[src/rtl/nnz_pkg.sv]
// Shared types, default constants and the configuration legality check
// for the nearest-neighbour zoom block.
package nnz_pkg;

  localparam int PIXEL_W    = 8;
  localparam int MAX_SCALE  = 4;
  localparam int MAX_LINE_W = 320;
  localparam int MAX_LINES  = 240;

  typedef enum logic [1:0] {
    IDLE = 2'd0,
    LOAD = 2'd1,
    EMIT = 2'd2,
    DONE = 2'd3
  } nnz_state_e;

  function automatic logic cfg_legal(input int scale,
                                     input int width,
                                     input int height,
                                     input int max_scale  = MAX_SCALE,
                                     input int max_width  = MAX_LINE_W,
                                     input int max_height = MAX_LINES);
    return (scale  >= 1) && (scale  <= max_scale) &&
           (width  >= 1) && (width  <= max_width) &&
           (height >= 1) && (height <= max_height);
  endfunction

endpackage

[src/rtl/nnz_line_buffer.sv]
// Simple dual-port line buffer: synchronous write, registered read that
// only updates when rd_en is high so the read data holds during stalls.
module nnz_line_buffer #(
  parameter int PIXEL_W = 8,
  parameter int DEPTH   = 320,
  parameter int ADDR_W  = 9
) (
  input  logic               clk,
  input  logic               wr_en,
  input  logic [ADDR_W-1:0]  wr_addr,
  input  logic [PIXEL_W-1:0] wr_data,
  input  logic               rd_en,
  input  logic [ADDR_W-1:0]  rd_addr,
  output logic [PIXEL_W-1:0] rd_data
);

  logic [PIXEL_W-1:0] mem [DEPTH];
  logic [PIXEL_W-1:0] rd_data_q;

  always_ff @(posedge clk) begin
    if (wr_en) begin
      mem[wr_addr] <= wr_data;
    end
    if (rd_en) begin
      rd_data_q <= mem[rd_addr];
    end
  end

  assign rd_data = rd_data_q;

endmodule

[src/rtl/nearest_neighbor_zoom_nx.sv]
// Runtime-factor nearest-neighbour upscaler: buffers one source row, then
// replays it N times with each pixel repeated N times. Optional horizontal
// mirroring is enabled by defining NNZ_HMIRROR_EN.
module nearest_neighbor_zoom_nx #(
  parameter int PIXEL_W    = nnz_pkg::PIXEL_W,
  parameter int MAX_SCALE  = nnz_pkg::MAX_SCALE,
  parameter int MAX_LINE_W = nnz_pkg::MAX_LINE_W,
  parameter int MAX_LINES  = nnz_pkg::MAX_LINES,
  parameter int SCALE_W    = $clog2(MAX_SCALE + 1),
  parameter int COL_W      = $clog2(MAX_LINE_W + 1),
  parameter int ROW_W      = $clog2(MAX_LINES + 1)
) (
  input  logic               clk,
  input  logic               reset_n,
  input  logic               start,
  input  logic [SCALE_W-1:0] scale,
  input  logic [COL_W-1:0]   src_width,
  input  logic [ROW_W-1:0]   src_height,
`ifdef NNZ_HMIRROR_EN
  input  logic               mirror,
`endif
  input  logic               in_valid,
  input  logic [PIXEL_W-1:0] in_pixel,
  output logic               in_ready,
  output logic               out_valid,
  output logic [PIXEL_W-1:0] out_pixel,
  input  logic               out_ready,
  output logic               out_eol,
  output logic               busy,
  output logic               done,
  output logic               cfg_err
);

  import nnz_pkg::*;

  nnz_state_e         state_q, state_d;
  logic [SCALE_W-1:0] scale_m1_q, scale_m1_d;
  logic [COL_W-1:0]   width_m1_q, width_m1_d;
  logic [ROW_W-1:0]   height_m1_q, height_m1_d;
  logic [ROW_W-1:0]   row_q, row_d;
  logic [COL_W-1:0]   col_q, col_d;
  logic [SCALE_W-1:0] rep_x_q, rep_x_d;
  logic [SCALE_W-1:0] rep_y_q, rep_y_d;
  logic               issue_done_q, issue_done_d;
  logic               s1_vld_q, s1_vld_d;
  logic               s1_eol_q, s1_eol_d;
  logic               s1_last_q, s1_last_d;
  logic               out_valid_q, out_valid_d;
  logic [PIXEL_W-1:0] out_pixel_q, out_pixel_d;
  logic               out_eol_q, out_eol_d;
  logic               out_last_q, out_last_d;
  logic               in_ready_q, in_ready_d;
  logic               busy_q, busy_d;
  logic               done_q, done_d;
  logic               cfg_err_q, cfg_err_d;

  logic               wr_en;
  logic               rd_en;
  logic [COL_W-1:0]   rd_addr;
  logic [PIXEL_W-1:0] rd_data;
  logic               rd_eol;
  logic               rd_last;
  logic               out_load;
  logic               s1_adv;
  logic               out_xfer;
  logic               start_legal;

`ifdef NNZ_HMIRROR_EN
  logic mirror_q, mirror_d;
  assign rd_addr = mirror_q ? (width_m1_q - col_q) : col_q;
`else
  assign rd_addr = col_q;
`endif

  assign start_legal = cfg_legal(32'(scale), 32'(src_width), 32'(src_height),
                                 MAX_SCALE, MAX_LINE_W, MAX_LINES);

  nnz_line_buffer #(
    .PIXEL_W (PIXEL_W),
    .DEPTH   (MAX_LINE_W),
    .ADDR_W  (COL_W)
  ) u_line_buffer (
    .clk     (clk),
    .wr_en   (wr_en),
    .wr_addr (col_q),
    .wr_data (in_pixel),
    .rd_en   (rd_en),
    .rd_addr (rd_addr),
    .rd_data (rd_data)
  );

  always_comb begin
    state_d      = state_q;
    scale_m1_d   = scale_m1_q;
    width_m1_d   = width_m1_q;
    height_m1_d  = height_m1_q;
`ifdef NNZ_HMIRROR_EN
    mirror_d     = mirror_q;
`endif
    row_d        = row_q;
    col_d        = col_q;
    rep_x_d      = rep_x_q;
    rep_y_d      = rep_y_q;
    issue_done_d = issue_done_q;
    s1_vld_d     = s1_vld_q;
    s1_eol_d     = s1_eol_q;
    s1_last_d    = s1_last_q;
    out_valid_d  = out_valid_q;
    out_pixel_d  = out_pixel_q;
    out_eol_d    = out_eol_q;
    out_last_d   = out_last_q;
    busy_d       = busy_q;
    done_d       = 1'b0;
    cfg_err_d    = 1'b0;
    wr_en        = 1'b0;
    rd_en        = 1'b0;

    rd_eol   = (rep_x_q == scale_m1_q) && (col_q == width_m1_q);
    rd_last  = rd_eol && (rep_y_q == scale_m1_q);
    out_load = !out_valid_q || out_ready;
    s1_adv   = s1_vld_q && out_load;
    out_xfer = out_valid_q && out_ready;

    unique case (state_q)
      IDLE: begin
        if (start) begin
          if (start_legal) begin
            scale_m1_d  = scale - SCALE_W'(1);
            width_m1_d  = src_width - COL_W'(1);
            height_m1_d = src_height - ROW_W'(1);
`ifdef NNZ_HMIRROR_EN
            mirror_d    = mirror;
`endif
            row_d       = '0;
            col_d       = '0;
            busy_d      = 1'b1;
            state_d     = LOAD;
          end else begin
            cfg_err_d = 1'b1;
          end
        end
      end

      LOAD: begin
        if (in_valid && in_ready_q) begin
          wr_en = 1'b1;
          col_d = col_q + COL_W'(1);
          if (col_q == width_m1_q) begin
            col_d        = '0;
            rep_x_d      = '0;
            rep_y_d      = '0;
            issue_done_d = 1'b0;
            state_d      = EMIT;
          end
        end
      end

      EMIT: begin
        // Reads are issued ahead of the output register so that a
        // continuously ready sink sees one pixel per cycle, rep_y wraps included.
        rd_en = !issue_done_q && (!s1_vld_q || s1_adv);
        if (rd_en) begin
          rep_x_d = rep_x_q + SCALE_W'(1);
          if (rep_x_q == scale_m1_q) begin
            rep_x_d = '0;
            col_d   = col_q + COL_W'(1);
            if (col_q == width_m1_q) begin
              col_d = '0;
              if (rep_y_q == scale_m1_q) begin
                issue_done_d = 1'b1;
              end else begin
                rep_y_d = rep_y_q + SCALE_W'(1);
              end
            end
          end
        end
        if (out_xfer && out_last_q) begin
          col_d = '0;
          if (row_q == height_m1_q) begin
            done_d  = 1'b1;
            state_d = DONE;
          end else begin
            row_d   = row_q + ROW_W'(1);
            state_d = LOAD;
          end
        end
      end

      DONE: begin
        busy_d  = 1'b0;
        state_d = IDLE;
      end

      default: state_d = IDLE;
    endcase

    // Read-data stage: the buffer holds its output until the next read.
    if (rd_en) begin
      s1_vld_d  = 1'b1;
      s1_eol_d  = rd_eol;
      s1_last_d = rd_last;
    end else if (s1_adv) begin
      s1_vld_d = 1'b0;
    end

    if (out_load) begin
      out_valid_d = s1_vld_q;
      out_eol_d   = s1_vld_q && s1_eol_q;
      out_last_d  = s1_vld_q && s1_last_q;
      if (s1_vld_q) begin
        out_pixel_d = rd_data;
      end
    end

    in_ready_d = (state_d == LOAD);
  end

  always_ff @(posedge clk or negedge reset_n) begin
    if (!reset_n) begin
      state_q      <= IDLE;
      scale_m1_q   <= '0;
      width_m1_q   <= '0;
      height_m1_q  <= '0;
`ifdef NNZ_HMIRROR_EN
      mirror_q     <= 1'b0;
`endif
      row_q        <= '0;
      col_q        <= '0;
      rep_x_q      <= '0;
      rep_y_q      <= '0;
      issue_done_q <= 1'b0;
      s1_vld_q     <= 1'b0;
      s1_eol_q     <= 1'b0;
      s1_last_q    <= 1'b0;
      out_valid_q  <= 1'b0;
      out_pixel_q  <= '0;
      out_eol_q    <= 1'b0;
      out_last_q   <= 1'b0;
      in_ready_q   <= 1'b0;
      busy_q       <= 1'b0;
      done_q       <= 1'b0;
      cfg_err_q    <= 1'b0;
    end else begin
      state_q      <= state_d;
      scale_m1_q   <= scale_m1_d;
      width_m1_q   <= width_m1_d;
      height_m1_q  <= height_m1_d;
`ifdef NNZ_HMIRROR_EN
      mirror_q     <= mirror_d;
`endif
      row_q        <= row_d;
      col_q        <= col_d;
      rep_x_q      <= rep_x_d;
      rep_y_q      <= rep_y_d;
      issue_done_q <= issue_done_d;
      s1_vld_q     <= s1_vld_d;
      s1_eol_q     <= s1_eol_d;
      s1_last_q    <= s1_last_d;
      out_valid_q  <= out_valid_d;
      out_pixel_q  <= out_pixel_d;
      out_eol_q    <= out_eol_d;
      out_last_q   <= out_last_d;
      in_ready_q   <= in_ready_d;
      busy_q       <= busy_d;
      done_q       <= done_d;
      cfg_err_q    <= cfg_err_d;
    end
  end

  assign in_ready  = in_ready_q;
  assign out_valid = out_valid_q;
  assign out_pixel = out_pixel_q;
  assign out_eol   = out_eol_q;
  assign busy      = busy_q;
  assign done      = done_q;
  assign cfg_err   = cfg_err_q;

endmodule

[config.mk]
export PLATFORM = sky130hd
export DESIGN_NAME = nearest_neighbor_zoom_nx
export DESIGN_NICKNAME = d
export VERILOG_FILES = /design/src/rtl/nnz_pkg.sv /design/src/rtl/nnz_line_buffer.sv /design/src/rtl/nearest_neighbor_zoom_nx.sv
export SDC_FILE = /design/constraint.sdc
export NUM_CORES = 2
export LEC_CHECK = 0
export ABC_AREA = 1
export CORE_ASPECT_RATIO = 1.5
export CORE_MARGIN = 3
export CORE_UTILIZATION = 44
export DETAILED_ROUTE_END_ITERATION = 16
export PLACE_DENSITY = 0.62
export SYNTH_ARGS = -nofsm -noshare
export SYNTH_HDL_FRONTEND = slang
export SYNTH_SLANG_ARGS = --single-unit
[constraint.sdc]
create_clock -name clk -period 7 [get_ports clk]
set_input_delay 1.05 -clock clk [delete_from_list [all_inputs] [get_ports clk]]
set_output_delay 1.05 -clock clk [all_outputs]
set_load 0.005 [all_outputs]
Word level (Yosys, flattened, before mapping)
Memories as Yosys holds them, arrays and structs flattened. A register that Yosys moved wholly into a read port is not among the register bits.
Cells that the tools add are included.
- register bits: 64
- RAM bits: 2560
- bits of input ports: 33
- output and inout bits: 14
- word-level logic and storage cells: 141
- memories kept: 1
- memories (name ; depth ; width ; read ports ; clocked after Yosys merged registers in ; write ports ; line ; RTL):
    u_line_buffer.mem ; 320 ; 8 ; 1 ; 1 ; 1 ; nnz_line_buffer.sv:17 ; logic [PIXEL_W-1:0] mem [DEPTH];
- $add $sub $neg: 7
- magnitude comparators: 6
- equality and inequality tests: 21
- mux-type cells: 53
- reduce and logical (&&, ||, !) cells: 33
- operators with widths (cell ; number):
    $mux 9 ; 7
    $mux 8 ; 4
    $pmux 9 s3 ; 1
    $mux 3 ; 8
    $ne 2x2->1 const B ; 11
    $mux 1 ; 21
    $pmux 8 s2 ; 1
    $logic_and 1x1->1 ; 14
    $reduce_and 7->1 ; 2
    $mux 2 ; 6
    $pmux 3 s2 ; 2
    $add 9x1->9 const B ; 1
    $eq 9x9->1 ; 1
    $ge 9x1->1 const B ; 1
    $le 9x9->1 const B ; 1
    $sub 9x1->9 const B ; 1
    $add 8x1->8 const B ; 1
    $eq 8x8->1 ; 1
    $ge 8x1->1 const B ; 1
    $le 8x8->1 const B ; 1
    $pmux 2 s4 ; 1
    $reduce_bool 2->1 ; 4
    $sub 8x1->8 const B ; 1
    $add 3x1->3 const B ; 2
    other kinds (17) ; 26

Logic depth before layout (Yosys ltp)
- depth after elaboration: 10
- mapped depth: 18
- gate-level depth less buffers: 15

By module
A second synthesis with hierarchy kept.
- cell total of the unflattened synthesis: 9046
- area total of the unflattened synthesis: 107398.0 um^2
- by module, submodules not included (module ; instances ; cells each ; area an instance (um^2) ; seq. area each (um^2)):
    nnz_line_buffer ; 1 ; 8568 ; 103490.5 ; 77114.0
    nearest_neighbor_zoom_nx ; 1 ; 478 ; 3907.5 ; 1601.5

Worst setup path after synthesis
OpenSTA, ideal clock, no wires.
- kind: register to register
- start point: register col_q[0]
- end point: memory u_line_buffer.mem[128][0] (enable)
- data arrival time: 2290 ps
- path slack: 4340 ps
- cell stages (with the launch flop): 13
- clock period less this slack: 2660 ps
- path through: dfrtp_1 inv_2 buf_6 buf_6 buf_6 buf_2 buf_2 ha_1 inv_1 nor2_1 nand2_1 clkbuf_1 nor2_1
- RTL lines (element ; line ; RTL):
    start: declaration ; nearest_neighbor_zoom_nx.sv:41 ; logic [COL_W-1:0] col_q, col_d;
    start signal: assignment ; nearest_neighbor_zoom_nx.sv:252 ; col_q <= col_d;
    end: declaration ; nnz_line_buffer.sv:17 ;
Straight into the memory's write port.

==> flow_metrics.py <==
metrics = {
    "detailed_routing": {
        "ant_nets": 0,
        "drtPass1Iterations": 6,
        "routed_wirelength_um": 315000,
        "post_drt_wl_per_cell_um": 22.9,
        "drc": 0,
        "vias_per_cell": 5.41,
        "dr.first_iter.drc_count": 7900,
        "vias": 74360,
    },
    "timing": {
        "rsz0062_at_grt": "false",
        "final-setup-viol-count": 0,
        "final-max-slew-violation-count": 21,
        "fmax_mhz": 206,
        "fin_skew_ns": 0.0370,
        "finalSetupTns_ns": 0,
        "fin_crit_sh_pct": 69.3,
        "maxSlewHeadroom_pct": -3.21,
        "finalCriticalPeriod_ns": 4.85,
        "hold_violations": 0,
        "worst_slew_pin_slew_ns": 1.54,
    },
    "critical_path": {
        "cp_slowest_cell": "dfrtp_4",
        "cp-start-kind": "flip-flop",
        "cp-end-kind": "flip-flop",
        "path_delay_family": "buffers and inverters",
        "max_stage_delay_ns": 1.01,
        "worstPathMaxFanout": 169,
        "path_buf_inv": 2,
        "crit_top_cell": "nand2_1",
        "path_class": "flip-flop to flip-flop",
        "crit_required_ns": 7.62,
        "crit_arrival_ns": 5.47,
        "path_cells": "buf_4 > buf_12 > nand2_1 > nand3_1 > nand2_1 > nand2_1 > nand2_1 > o21ai_0 > nand2_1 > a21oi_1 > nand2_1 > nor2_1 > nand2_1",
    },
    "cts": {
        "post-cts-setup-buffer-count": 0,
        "htree_levels": 4,
        "root_buffer": "clkbuf_16",
        "clkTransAtPathRegs_ns": 0.07,
        "clock_latency_ns": 0.87,
        "cts.hold.buffers_added": 0,
        "cts.sinks": 2632,
        "cts_tree": "done",
        "cts-buffers-inserted": 235,
        "clockBufferDepth": 4,
        "cts_resized": 0,
    },
    "die": {
        "initial_core_util_pct": 44.2,
        "coreArea_sq_um": 251000,
        "die_y_um": 621,
        "num_rows": 225,
        "dieWidth_um": 416,
        "die-area_sq_um": 258000,
        "io_pins": 47,
    },
    "power": {
        "power_leakage_nw": 45.9,
        "switching_share_pct": 30.6,
        "pwr-share-clk_pct": 33.2,
        "vdd_ir_drop_max_mv": 0.281,
        "pwr-share-seq_pct": 45.9,
        "combinationalPowerShare_pct": 20.9,
        "p_int_mw": 26.6,
        "powerDensity_nw_per_um2": 315,
        "switchingPower_mw": 11.7,
    },
    "global_route": {
        "grt_pass1_vias": 73004,
        "grt_max_degree": 185,
        "grt_pass1_wl_um": 466000,
        "gr-total-overflow": 0,
        "track_usage_pct": 23.9,
        "antenna_found_initial": 5,
    },
    "place": {
        "gp_congestion": 0.874,
        "portBuffers": 46,
        "placed_cells": 13320,
        "place_hpwl_um": 176000,
    },
    "cells_and_area": {
        "drive_above_1_share_pct": 4.69,
        "area.growth.synth_to_final_pct": 9.71,
        "stdcell_count": 13750,
        "final_nets": 10319,
    },
    "synthesis": {
        "syn_area_per_cell_sq_um": 10.6,
        "synth-edff-count": 2568,
        "seq_area_frac_synth_pct": 71.0,
        "yosysUniqueCellTypes": 30,
        "syn_area_sq_um": 111000,
        "syn_inst": 10461,
        "ys_ff_latch": 2632,
        "synth_ff_type": "edfxtp_1",
        "synth_warnings": 0,
        "synth_nets": 10514,
        "async_flop_share_pct": 2.43,
    },
    "worst_hold_path": {
        "hold_path.class": "input port to async pin",
    },
    "outcome": {
        "outcome": "finished with violations",
        "violations": "max-capacitance violations, max-slew violations",
    },
    "flow_run": {
        "maxCapViolCount": 1,
    },
}
## synth_stat cells, types with 5 or more instances
master,number,share of area (%)
a21oi_1,12,0.054
buf_1,42,0.14
buf_2,197,0.89
buf_4,24,0.16
buf_6,6,0.061
clkbuf_1,311,1.1
dfrtp_1,64,1.4
edfxtp_1,2568,70
ha_1,20,0.23
inv_1,644,2.2
mux2_2,8,0.081
nand2_1,3108,11
nand3_1,286,1.3
nand4_1,23,0.13
nor2_1,1983,6.7
nor3_1,12,0.054
o211ai_1,5,0.034
o21ai_0,959,4.3
o21ai_1,105,0.47
o22ai_1,25,0.14
or2_2,6,0.034
xnor2_1,19,0.15
xor2_1,18,0.14
## layout make-up
type / count / area [sq um]
Inverter: 650 / 2460
Multi-Input combinational cell: 6599 / 27200
Antenna cell: 2 / 5.00
Timing Repair Buffer: 148 / 1700
Tap cell: 3291 / 4120
Fill cell: 22365 / 129000
Clock buffer: 284 / 6160
Sequential cell: 2632 / 78700
Clock inverter: 144 / 1210
## worst paths after layout
| kind | from | end | slack, ns | cells past startpoint |
|---|---|---|---|---|
| max | col_q[0] | u_line_buffer.rd_data[4] | 2.15 | 13 |
| max in group asynchronous | reset_n | col_q[1] | 6.03 | 2 |
| min in group clk | issue_done_q | s1_vld_q | 0.49 | 1 |
| min reg2reg | issue_done_q | s1_vld_q | 0.49 | 1 |
| min | reset_n | scale_m1_q[1] | 0.36 | 2 |
| max reg2reg | col_q[0] | u_line_buffer.rd_data[4] | 2.15 | 13 |
## cells by family after synthesis
family                   after synthesis  share of synthesized area, %
AO/OA/AOI/OAI                       1107                          5.04
XOR/XNOR                              37                         0.292
adder cells (fa/ha/maj)               20                         0.226
buffers and inverters               1230                          4.51
flip-flops                          2632                          71.0
multiplexers                           8                        0.0813
AND/OR/NAND/NOR                     5427                          18.8
## power groups by stage
stage                     clock network [mW]  registers, mW  logic [mW]
after floorplan                            0           17.8        5.58
after global placement                     0           17.9        7.96
after detailed placement                   0           17.9        7.97
after CTS                               12.8           17.5        8.01
after global routing                    13.4           17.5        8.96
final                                   12.7           17.5        8.00
## state kept, by name, summed over array words and instances, names as in the netlist
name	flops
busy	1
cfg_err	1
col_q	9
done	1
height_m1_q	8
in_ready	1
issue_done_q	1
out_eol	1
out_last_q	1
out_pixel	8
out_valid	1
rep_x_q	3
rep_y_q	3
row_q	8
s1_eol_q	1
s1_last_q	1
s1_vld_q	1
scale_m1_q	3
state_q	2
u_line_buffer.mem	2560
u_line_buffer.rd_data	8
width_m1_q	9
## per-layer routing
layer	global-route usage [%]	up-vias	part of all wire, %
met3	2.68	676	6.5
met5	0	-	0
met2	41.6	2914	50
met4	12.3	0	5.6
li1	-	34209	-
met1	29.4	36561	38
## cell usage in the layout (no fill, tap or decap), drive strengths merged, types with 6 or more instances in the layout
cell	instances
edfxtp	2568
a21oi	12
inv	651
nand4	23
clkinv	117
xor2	18
o21ai	1064
nand3	286
o22ai	25
bufinv	21
dfrtp	64
clkdlybuf4s50	37
clkbuf	284
mux2	8
nor3	14
nand2	3108
xnor2	19
or2	6
nor2	1985
ha	20
buf	111
## stage by stage
| step | total power [mW] | cell area, sq um | setup WS, ns | util [%] | hold slack (ns) |
|---|---|---|---|---|---|
| after floorplan | 23.4 | 111000 | 4.34 | - | 0.447 |
| after global placement | 25.8 | 114000 | 2.24 | 45.6 | 0.470 |
| after detailed placement | 25.9 | 114000 | 2.34 | 45.6 | 0.486 |
| after CTS | 38.4 | 122000 | 2.34 | 48.5 | 0.347 |
| after global routing | 39.9 | 122000 | 2.12 | 48.5 | 0.427 |
| final | 38.3 | 122000 | 2.15 | 48.5 | 0.362 |
No activity file was read; power rests on OpenSTA's default activity.
